<file path="config.mk">
export PLATFORM = sky130hd
export DESIGN_NAME = ram_seq_ctrl
export DESIGN_NICKNAME = d
export VERILOG_FILES = /design/src/rtl/ram_seq_ctrl_pkg.sv /design/src/rtl/ram_seq_ctrl.sv
export SDC_FILE = /design/constraint.sdc
export NUM_CORES = 1
export LEC_CHECK = 0
export ABC_CLOCK_PERIOD_IN_PS = 3200
export CORE_ASPECT_RATIO = 1.2
export CORE_MARGIN = 1.5
export CORE_UTILIZATION = 25
export DETAILED_ROUTE_END_ITERATION = 7
export PLACE_DENSITY = 0.42
export SLEW_MARGIN = 20
export SYNTH_ARGS = -nofsm -noshare
export SYNTH_HDL_FRONTEND = slang
export SYNTH_SLANG_ARGS = --single-unit
</file>
<file path="constraint.sdc">
create_clock -name i_clk -period 3.2 [get_ports i_clk]
set_input_delay 0.64 -clock i_clk [delete_from_list [all_inputs] [get_ports i_clk]]
set_output_delay 0.64 -clock i_clk [all_outputs]
set_load 0.01 [all_outputs]
</file>
<file path="src/rtl/ram_seq_ctrl_pkg.sv">
// Shared constants and state encoding for the RAM fill/dump sequencer.
package ram_seq_ctrl_pkg;

  localparam int ADDR_W  = 8;
  localparam int DATA_W  = 16;
  localparam int MAX_LEN = 256;

  localparam logic OP_FILL = 1'b0;
  localparam logic OP_DUMP = 1'b1;

  typedef enum logic [2:0] {
    ST_IDLE    = 3'd0,
    ST_FILL    = 3'd1,
    ST_RD_ADDR = 3'd2,
    ST_RD_WAIT = 3'd3,
    ST_PRESENT = 3'd4,
    ST_FIN     = 3'd5
  } state_t;

endpackage

</file>
<file path="src/rtl/ram_seq_ctrl.sv">
// Block-RAM sequencer: bulk FILL (constant/incrementing) and DUMP (valid/ready
// stream with running checksum) over a wrapping address window.
module ram_seq_ctrl #(
  parameter int ADDR_W = ram_seq_ctrl_pkg::ADDR_W,
  parameter int DATA_W = ram_seq_ctrl_pkg::DATA_W
) (
  input  logic              i_clk,
  input  logic              i_reset,
  input  logic              i_start,
  input  logic              i_op,
  input  logic [ADDR_W-1:0] i_base,
  input  logic [ADDR_W:0]   i_len,
  input  logic [DATA_W-1:0] i_pattern,
  input  logic              i_inc_en,
  output logic              o_mem_we,
  output logic [ADDR_W-1:0] o_mem_addr,
  output logic [DATA_W-1:0] o_mem_din,
  input  logic [DATA_W-1:0] i_mem_dout,
  output logic [DATA_W-1:0] o_out_data,
  output logic              o_out_valid,
  input  logic              i_out_ready,
  output logic              o_busy,
  output logic              o_done,
  output logic [DATA_W-1:0] o_checksum
);

  import ram_seq_ctrl_pkg::*;

  localparam int CNT_W = ADDR_W + 1;
  localparam logic [CNT_W-1:0] MAX_CNT = {1'b1, {ADDR_W{1'b0}}};

  state_t            r_state;
  logic [CNT_W-1:0]  r_cnt;
  logic [CNT_W-1:0]  r_idx;
  logic [ADDR_W-1:0] r_base;
  logic              r_inc;
  logic              r_mem_we;
  logic [ADDR_W-1:0] r_mem_addr;
  logic [DATA_W-1:0] r_mem_din;
  logic [DATA_W-1:0] r_out_data;
  logic              r_out_valid;
  logic              r_busy;
  logic              r_done;
  logic [DATA_W-1:0] r_checksum;

  state_t            w_state_nxt;
  logic [CNT_W-1:0]  w_cnt_nxt;
  logic [CNT_W-1:0]  w_idx_nxt;
  logic [ADDR_W-1:0] w_base_nxt;
  logic              w_inc_nxt;
  logic              w_mem_we_nxt;
  logic [ADDR_W-1:0] w_mem_addr_nxt;
  logic [DATA_W-1:0] w_mem_din_nxt;
  logic [DATA_W-1:0] w_out_data_nxt;
  logic              w_out_valid_nxt;
  logic              w_busy_nxt;
  logic              w_done_nxt;
  logic [DATA_W-1:0] w_checksum_nxt;

  logic [CNT_W-1:0]  w_len_clamped;
  logic [CNT_W-1:0]  w_idx_inc;
  logic              w_last;
  logic [ADDR_W-1:0] w_addr_next_word;

  assign w_len_clamped    = (i_len > MAX_CNT) ? MAX_CNT : i_len;
  assign w_idx_inc        = r_idx + {{(CNT_W-1){1'b0}}, 1'b1};
  assign w_last           = (w_idx_inc == r_cnt);
  assign w_addr_next_word = r_base + w_idx_inc[ADDR_W-1:0];

  // Next-state and next-output logic; outputs are registered from these values.
  always_comb begin
    w_state_nxt     = r_state;
    w_cnt_nxt       = r_cnt;
    w_idx_nxt       = r_idx;
    w_base_nxt      = r_base;
    w_inc_nxt       = r_inc;
    w_mem_we_nxt    = r_mem_we;
    w_mem_addr_nxt  = r_mem_addr;
    w_mem_din_nxt   = r_mem_din;
    w_out_data_nxt  = r_out_data;
    w_out_valid_nxt = r_out_valid;
    w_checksum_nxt  = r_checksum;

    case (r_state)
      ST_IDLE: begin
        if (i_start) begin
          w_base_nxt = i_base;
          w_inc_nxt  = i_inc_en;
          w_cnt_nxt  = w_len_clamped;
          w_idx_nxt  = {CNT_W{1'b0}};
          // Empty window: straight to FIN, checksum deliberately left alone.
          if (w_len_clamped == {CNT_W{1'b0}}) begin
            w_state_nxt = ST_FIN;
          end else if (i_op == OP_FILL) begin
            w_state_nxt    = ST_FILL;
            w_mem_we_nxt   = 1'b1;
            w_mem_addr_nxt = i_base;
            w_mem_din_nxt  = i_pattern;
          end else begin
            w_state_nxt    = ST_RD_ADDR;
            w_mem_addr_nxt = i_base;
            w_checksum_nxt = {DATA_W{1'b0}};
          end
        end else begin
          w_state_nxt = ST_IDLE;
        end
      end

      ST_FILL: begin
        if (w_last) begin
          w_state_nxt  = ST_FIN;
          w_mem_we_nxt = 1'b0;
        end else begin
          w_idx_nxt      = w_idx_inc;
          w_mem_addr_nxt = w_addr_next_word;
          w_mem_din_nxt  = r_inc ? (r_mem_din + {{(DATA_W-1){1'b0}}, 1'b1}) : r_mem_din;
        end
      end

      ST_RD_ADDR: begin
        w_mem_we_nxt = 1'b0;
        w_state_nxt  = ST_RD_WAIT;
      end

      ST_RD_WAIT: begin
        w_out_data_nxt  = i_mem_dout;
        w_out_valid_nxt = 1'b1;
        w_state_nxt     = ST_PRESENT;
      end

      ST_PRESENT: begin
        if (i_out_ready) begin
          w_checksum_nxt  = r_checksum + r_out_data;
          w_out_valid_nxt = 1'b0;
          if (w_last) begin
            w_state_nxt = ST_FIN;
          end else begin
            w_idx_nxt      = w_idx_inc;
            w_mem_addr_nxt = w_addr_next_word;
            w_state_nxt    = ST_RD_ADDR;
          end
        end else begin
          w_state_nxt = ST_PRESENT;
        end
      end

      ST_FIN: begin
        w_state_nxt = ST_IDLE;
      end

      default: begin
        w_state_nxt     = ST_IDLE;
        w_mem_we_nxt    = 1'b0;
        w_out_valid_nxt = 1'b0;
      end
    endcase

    w_busy_nxt = (w_state_nxt != ST_IDLE);
    w_done_nxt = (w_state_nxt == ST_FIN);
  end

  // State, datapath and output registers with synchronous reset.
  always_ff @(posedge i_clk) begin
    if (i_reset) begin
      r_state     <= ST_IDLE;
      r_cnt       <= {CNT_W{1'b0}};
      r_idx       <= {CNT_W{1'b0}};
      r_base      <= {ADDR_W{1'b0}};
      r_inc       <= 1'b0;
      r_mem_we    <= 1'b0;
      r_mem_addr  <= {ADDR_W{1'b0}};
      r_mem_din   <= {DATA_W{1'b0}};
      r_out_data  <= {DATA_W{1'b0}};
      r_out_valid <= 1'b0;
      r_busy      <= 1'b0;
      r_done      <= 1'b0;
      r_checksum  <= {DATA_W{1'b0}};
    end else begin
      r_state     <= w_state_nxt;
      r_cnt       <= w_cnt_nxt;
      r_idx       <= w_idx_nxt;
      r_base      <= w_base_nxt;
      r_inc       <= w_inc_nxt;
      r_mem_we    <= w_mem_we_nxt;
      r_mem_addr  <= w_mem_addr_nxt;
      r_mem_din   <= w_mem_din_nxt;
      r_out_data  <= w_out_data_nxt;
      r_out_valid <= w_out_valid_nxt;
      r_busy      <= w_busy_nxt;
      r_done      <= w_done_nxt;
      r_checksum  <= w_checksum_nxt;
    end
  end

  assign o_mem_we    = r_mem_we;
  assign o_mem_addr  = r_mem_addr;
  assign o_mem_din   = r_mem_din;
  assign o_out_data  = r_out_data;
  assign o_out_valid = r_out_valid;
  assign o_busy      = r_busy;
  assign o_done      = r_done;
  assign o_checksum  = r_checksum;

endmodule

</file>
==> flow_metrics.py, run 1 <==
metrics = {
    "status": {
        "status": "finished clean",
    },
    "clock_tree": {
        "clk_pin_slew_ps": 70,
        "cts_root_buf": "clkbuf_16",
        "clockBufferDepth": 2,
        "htreeDepth": 3,
        "postCtsSetupBuffers": 0,
        "cts_made_buffers": 9,
        "clk_latency_ps": 350,
        "cts_resized": 0,
        "hold_buffers": 0,
        "cts_num_sinks": 90,
        "tritoncts": "done",
    },
    "logic_synthesis": {
        "synthCells": 672,
        "syn_nets": 753,
        "syn_area_um2": 5390,
        "yosys_most_used_dff": "dfxtp_1",
        "synth-seq-area-share_pct": 33.4,
        "synth_area_leader_cell": "dfxtp_1",
        "synthTopCellsByArea": "dfxtp_1 33%, a21oi_1 8.4%, nand2_1 8.0%",
        "synth_top_area_share_pct": 33.4,
        "ys_ff_latch": 90,
        "synth_cell_type_count": 81,
        "avgSynthCellArea_um2": 8.03,
        "synth_edf_count": 0,
        "yosysWarnings": 0,
        "async_reset_ff_share_pct": 0,
    },
    "layout": {
        "fillers": 2199,
        "final_cell_mix": "115 x nand2_1, 113 x clkdlybuf4s50_1, 91 x a21oi_1, 90 x dfxtp_1, 56 x nor2_1",
        "regArea_um2": 1800,
        "area_growth_pct": 32.4,
        "stdcell_count": 1050,
        "layout-drive-gt1-share_pct": 7.69,
        "multiInputGateArea_um2": 3350,
        "diodes": 0,
        "finalNetCount": 856,
        "final_common_cell": "nand2_1",
    },
    "drt": {
        "ant_nets": 0,
        "remaining_drc_errors": 0,
        "drt-pass1-iter-count": 4,
        "viasPerCell": 4.98,
        "drt_iter0_drc": 264,
        "vias": 5233,
        "post_drt_wl_per_cell_um": 16.2,
        "routed_wl_um": 17000,
    },
    "sta": {
        "hold_violations": 0,
        "tightest_slew_ps": 764,
        "finalCritPeriodShare_pct": 86.6,
        "fmaxAchievable_mhz": 361,
        "fin_crit_ps": 2770,
        "rsz0062_at_grt": "false",
        "finalClockSkew_ps": 11.6,
        "fin_tns_setup_ps": 0,
        "slew_headroom_pct": 49.1,
        "setup_viol": 0,
        "slew_violations": 0,
    },
    "placement": {
        "dp.cells": 1034,
        "io_buffers": 114,
        "hpwl_um": 12500,
        "place_congestion": 0.815,
    },
    "grt": {
        "met2_usage_pct": 25.9,
        "grt-busiest-layer": "met2",
        "grt_pass1_wl_um": 27200,
        "grt_use_met3_pct": 2.84,
        "grt_util_met1_pct": 20.0,
        "grt_max_degree": 51,
        "grt_pass1_vias": 5229,
        "grtUsageTotal_pct": 15.6,
        "grt_overflow": 0,
        "antenna_found_initial": 0,
    },
    "critical_path": {
        "critPathMaxFanout": 5,
        "crit_path_end_kind": "register",
        "critPathArrivalTime_ps": 3060,
        "critical_path_required_ps": 3490,
        "r2r_setup_slack_ps": 430,
        "crit_type": "register to register",
        "startpoint_type": "register",
    },
    "floorplan": {
        "start_util_pct": 25.6,
        "rows": 58,
        "die_w_um": 137,
        "boundaryPins": 115,
        "dieHeight_um": 164,
        "dieArea_um2": 22500,
        "coreArea_um2": 21000,
    },
    "power_and_ir_drop": {
        "power_density_nw_per_um2": 438,
        "vdd_drop_max_mv": 0.247,
        "p_leak_nw": 2.57,
    },
    "hold_path": {
        "hp-class": "register to register",
    },
    "job": {
        "cap_violations": 0,
    },
}
## registers in the layout, indices dropped and copies added (netlist names), 3 cells and up
| name | cells |
|---|---|
| o_out_data | 16 |
| o_mem_din | 16 |
| o_checksum | 16 |
| o_mem_addr | 8 |
| r_idx | 9 |
| r_base | 8 |
| r_cnt | 9 |
| r_state | 3 |
## critical path, stage by stage (launching register included)
cell	delay [ps]
dfxtp_1	400
ha_1	300
nand3_1	180
xnor2_1	310
ha_1	340
nand3_1	110
o211ai_1	120
o41ai_1	400
xnor2_1	120
o21ai_0	250
mux2i_1	110
nor2_1	80
## area by class of cell
| type | count | share of cell area [%] |
|---|---|---|
| clock buffers | 11 | 3.54 |
| inverters | 9 | 0.473 |
| multi-input cells | 532 | 46.9 |
| clock inverters | 5 | 0.876 |
| repair buffers | 133 | 18.3 |
| well taps | 270 | 4.73 |
| flip-flops and latches | 90 | 25.2 |
## metrics by stage
step           util [%]  hold slack, ps  setup slack, ps  instance area, um^2  total power (W)
3_3_place_gp       32.4             449              235                 6820          0.00202
3_5_place_dp       32.4             455              188                 6820          0.00203
4_1_cts            33.9             465              399                 7140          0.00318
2_1_floorplan         -             437              840                 5390          0.00170
5_1_grt            33.9             487              136                 7140          0.00331
6_report           33.9             460              430                 7140          0.00313
## report_power, final
group / internal (W) / switching, W / total, W
clock network: 0.000652 / 0.000483 / 0.00113
registers: 0.00119 / 0.0000677 / 0.00126
logic: 0.000339 / 0.000400 / 0.000739
## cells by family after synthesis
group | count (synthesis) | synth area share [%]
AOI/OAI and AO/OA | 194 | 23.6
xor gates and xnor gates | 29 | 6.31
muxes | 7 | 1.32
and+or+nand+nor | 276 | 24.5
DFF | 90 | 33.4
buffers and inverters | 50 | 4.55
adders and majority gates | 26 | 6.31
## worst paths after layout
| kind | from | end | depth (start not counted) |
|---|---|---|---|
| worst max-delay path | r_idx[1] | o_mem_addr[7] | 11 |
| worst max register to register | r_idx[1] | o_mem_addr[7] | 11 |
| worst min register to register | o_mem_addr[0] | o_mem_addr[0] | 2 |
| worst min-delay path | o_mem_addr[0] | o_mem_addr[0] | 2 |
## per-layer routing
layer | wire length (um) | share of wire [%]
met5 | 0 | 0
met4 | 288 | 1.7
met3 | 680 | 4.0
met2 | 8180 | 48
met1 | 7890 | 46
## Yosys cell counts (4+ instances only)
| master | instances |
|---|---|
| a211oi_1 | 9 |
| a22oi_1 | 4 |
| dfxtp_1 | 90 |
| nor2b_1 | 7 |
| and2_1 | 4 |
| nand3_1 | 23 |
| a31oi_1 | 4 |
| a21o_1 | 7 |
| nand2_1 | 115 |
| nor3_1 | 18 |
| nor3b_1 | 9 |
| nor2_1 | 56 |
| or4_1 | 5 |
| xor2_1 | 10 |
| ha_1 | 24 |
| buf_2 | 6 |
| o32ai_1 | 6 |
| buf_6 | 6 |
| nor4_1 | 6 |
| xnor2_1 | 13 |
| a21oi_1 | 91 |
| o211ai_1 | 6 |
| mux2i_1 | 6 |
| clkbuf_1 | 26 |
| xnor3_1 | 4 |
| or2_2 | 4 |
| inv_1 | 8 |
| and3_1 | 7 |
| o21ai_0 | 23 |
| o22ai_1 | 4 |
Note: power is estimated with default switching activity, not from simulation.
==> run 2: changes to the inputs <==
--- a/config.mk
+++ b/config.mk
@@ -5,7 +5,6 @@
 export SDC_FILE = /design/constraint.sdc
 export NUM_CORES = 1
 export LEC_CHECK = 0
-export ABC_CLOCK_PERIOD_IN_PS = 3200
 export CORE_ASPECT_RATIO = 1.2
 export CORE_MARGIN = 1.5
 export CORE_UTILIZATION = 25
==> results of run 2 <==
Same layout as run 1: the final DEF is identical, and so are final timing and power.
==> run 3: changes to the inputs <==
--- a/config.mk
+++ b/config.mk
@@ -5,8 +5,7 @@
 export SDC_FILE = /design/constraint.sdc
 export NUM_CORES = 1
 export LEC_CHECK = 0
-export CORE_ASPECT_RATIO = 1.2
-export CORE_MARGIN = 1.5
+export CORE_ASPECT_RATIO = 1.4
 export CORE_UTILIZATION = 25
 export DETAILED_ROUTE_END_ITERATION = 7
 export PLACE_DENSITY = 0.42
==> run 3 against run 2 <==
  * Die area is 1.3% lower
  * Count of clock-buffer cells in the layout increased by 1
  * Fmax rose by 0.29%
  * Clock skew is 3.1 ps lower
  * Sequential share of layout area grew 0.18 points
  * Final cell count decreased by 1.0%
  * Critical path depth unchanged
==> flow_metrics.py, run 3 (synthesis gave the netlist of run 1 again) <==
metrics = {
    "critical_path": {
        "regToRegStartpoint": "r_idx[1]",
        "startpoint_type": "register",
        "critPathArrivalTime_ps": 3050,
        "crit_path_end_kind": "register",
        "startpoint": "r_idx[1]",
        "critical_path_required_ps": 3480,
        "cp_slowest_cell": "o41ai_1",
        "crit_chain": "ha_1 -> nand3_1 -> xnor2_1 -> ha_1 -> nand3_1 -> o211ai_1 -> o41ai_1 -> xnor2_1 -> o21ai_0 -> mux2i_1 -> nor2_1",
        "critPathMaxFanout": 5,
        "max_stage_delay_ps": 430,
        "crit_type": "register to register",
    },
    "floorplan": {
        "die_w_um": 126,
        "dieArea_um2": 22200,
        "dieHeight_um": 176,
        "start_util_pct": 25.4,
        "boundaryPins": 115,
        "rows": 63,
        "coreArea_um2": 21200,
    },
    "sta": {
        "setup_viol": 0,
        "fmaxAchievable_mhz": 362,
        "slew_violations": 0,
        "finalCritPeriodShare_pct": 86.3,
        "finalClockSkew_ps": 8.48,
        "hold_violations": 0,
        "fin_crit_ps": 2760,
        "fin_tns_setup_ps": 0,
        "rsz0062_at_grt": "false",
        "slew_headroom_pct": 50.1,
        "tightest_slew_ps": 749,
    },
    "clock_tree": {
        "cts_num_sinks": 90,
        "cts_made_buffers": 9,
        "cts_root_buf": "clkbuf_16",
        "clk_latency_ps": 350,
        "hold_buffers": 0,
        "postCtsSetupBuffers": 0,
        "tritoncts": "done",
        "clk_pin_slew_ps": 70,
        "cts_resized": 0,
        "htreeDepth": 3,
        "clockBufferDepth": 2,
    },
    "drt": {
        "post_drt_wl_per_cell_um": 16.3,
        "drt_iter0_drc": 171,
        "remaining_drc_errors": 0,
        "ant_nets": 0,
        "viasPerCell": 5.05,
        "routed_wl_um": 16900,
        "vias": 5246,
        "drt-pass1-iter-count": 4,
    },
    "grt": {
        "grt_use_met3_pct": 2.89,
        "grt_util_met1_pct": 18.1,
        "grt_pass1_vias": 5377,
        "met2_usage_pct": 28.9,
        "grt-busiest-layer": "met2",
        "grt_max_degree": 29,
        "antenna_found_initial": 0,
        "grtUsageTotal_pct": 15.7,
        "grt_pass1_wl_um": 27500,
        "grt_overflow": 0,
    },
    "layout": {
        "final_core_util_pct": 33.4,
        "final_cell_mix": "115 x nand2_1, 113 x clkdlybuf4s50_1, 91 x a21oi_1, 90 x dfxtp_1, 56 x nor2_1",
        "final_area_um2": 7090,
        "final_common_cell": "nand2_1",
        "area_growth_pct": 31.4,
        "finalNetCount": 855,
        "diodes": 0,
        "layout-drive-gt1-share_pct": 7.32,
    },
    "placement": {
        "place_congestion": 0.807,
        "place_area_um2": 6790,
        "io_buffers": 114,
        "hpwl_um": 12500,
    },
    "power_and_ir_drop": {
        "p_leak_nw": 2.55,
        "vdd_drop_max_mv": 0.241,
        "power_density_nw_per_um2": 435,
    },
    "hold_path": {
        "holdCritStartpoint": "o_mem_addr[1]",
        "hp-class": "register to register",
    },
    "job": {
        "cap_violations": 0,
    },
    "status": {
        "status": "finished clean",
    },
}
-- run 3: cell types whose count changed in the layout (fill, tap and decap cells not counted), sizes merged --
| cell | previous run | this run |
|---|---|---|
| clkinvlp | 2 | 1 |
| clkbuf | 11 | 12 |
| buf | 20 | 19 |
-- run 3: cell type report --
cell class | count | area [um^2]
repair buffers | 132 | 1280
inverters | 9 | 33.8
multi-input cells | 532 | 3350
flip-flops and latches | 90 | 1800
well taps | 260 | 325
clock buffers | 12 | 246
clock inverters | 4 | 51.3
fillers | 2210 | 14100
-- run 3: report_power, final --
part | internal [W] | total, W | switching [W]
registers | 0.00119 | 0.00126 | 0.0000735
clock network | 0.000628 | 0.00110 | 0.000467
logic | 0.000332 | 0.000725 | 0.000392
total | 0.00215 | 0.00308 | 0.000933
-- run 3: path summary, 6_finish.rpt --
path | end | slack (ps) | cells after the start
worst max-delay path | o_mem_addr[7] | 440 | 11
worst min-delay path | o_mem_addr[1] | 450 | 2
worst max register to register | o_mem_addr[7] | 440 | 11
worst min register to register | o_mem_addr[1] | 450 | 2
-- run 3: critical path, delay by kind of cell, from the launching register on --
family	cells	cell delay (ps)
adders and majority gates	2	630
muxes	1	100
AOI/OAI and AO/OA	3	770
and+or+nand+nor	3	370
xor gates and xnor gates	2	430
DFF	1	390
-- run 3: through the flow --
step	hold WS, ps	total power, W	worst slack [ps]	instances
after floorplan	437	0.00170	840	672
after global routing	496	0.00326	199	1039
after global placement	445	0.00201	207	1023
after detailed placement	451	0.00202	207	1023
after CTS	459	0.00314	396	1039
final	453	0.00308	438	1039
-- run 3: layer usage --
| layer | vias to the layer above | wire, um |
|---|---|---|
| met5 | - | 0 |
| met4 | 0 | 245 |
| met3 | 17 | 758 |
| met2 | 120 | 8790 |
| met1 | 2472 | 7130 |
| li1 | 2637 | - |
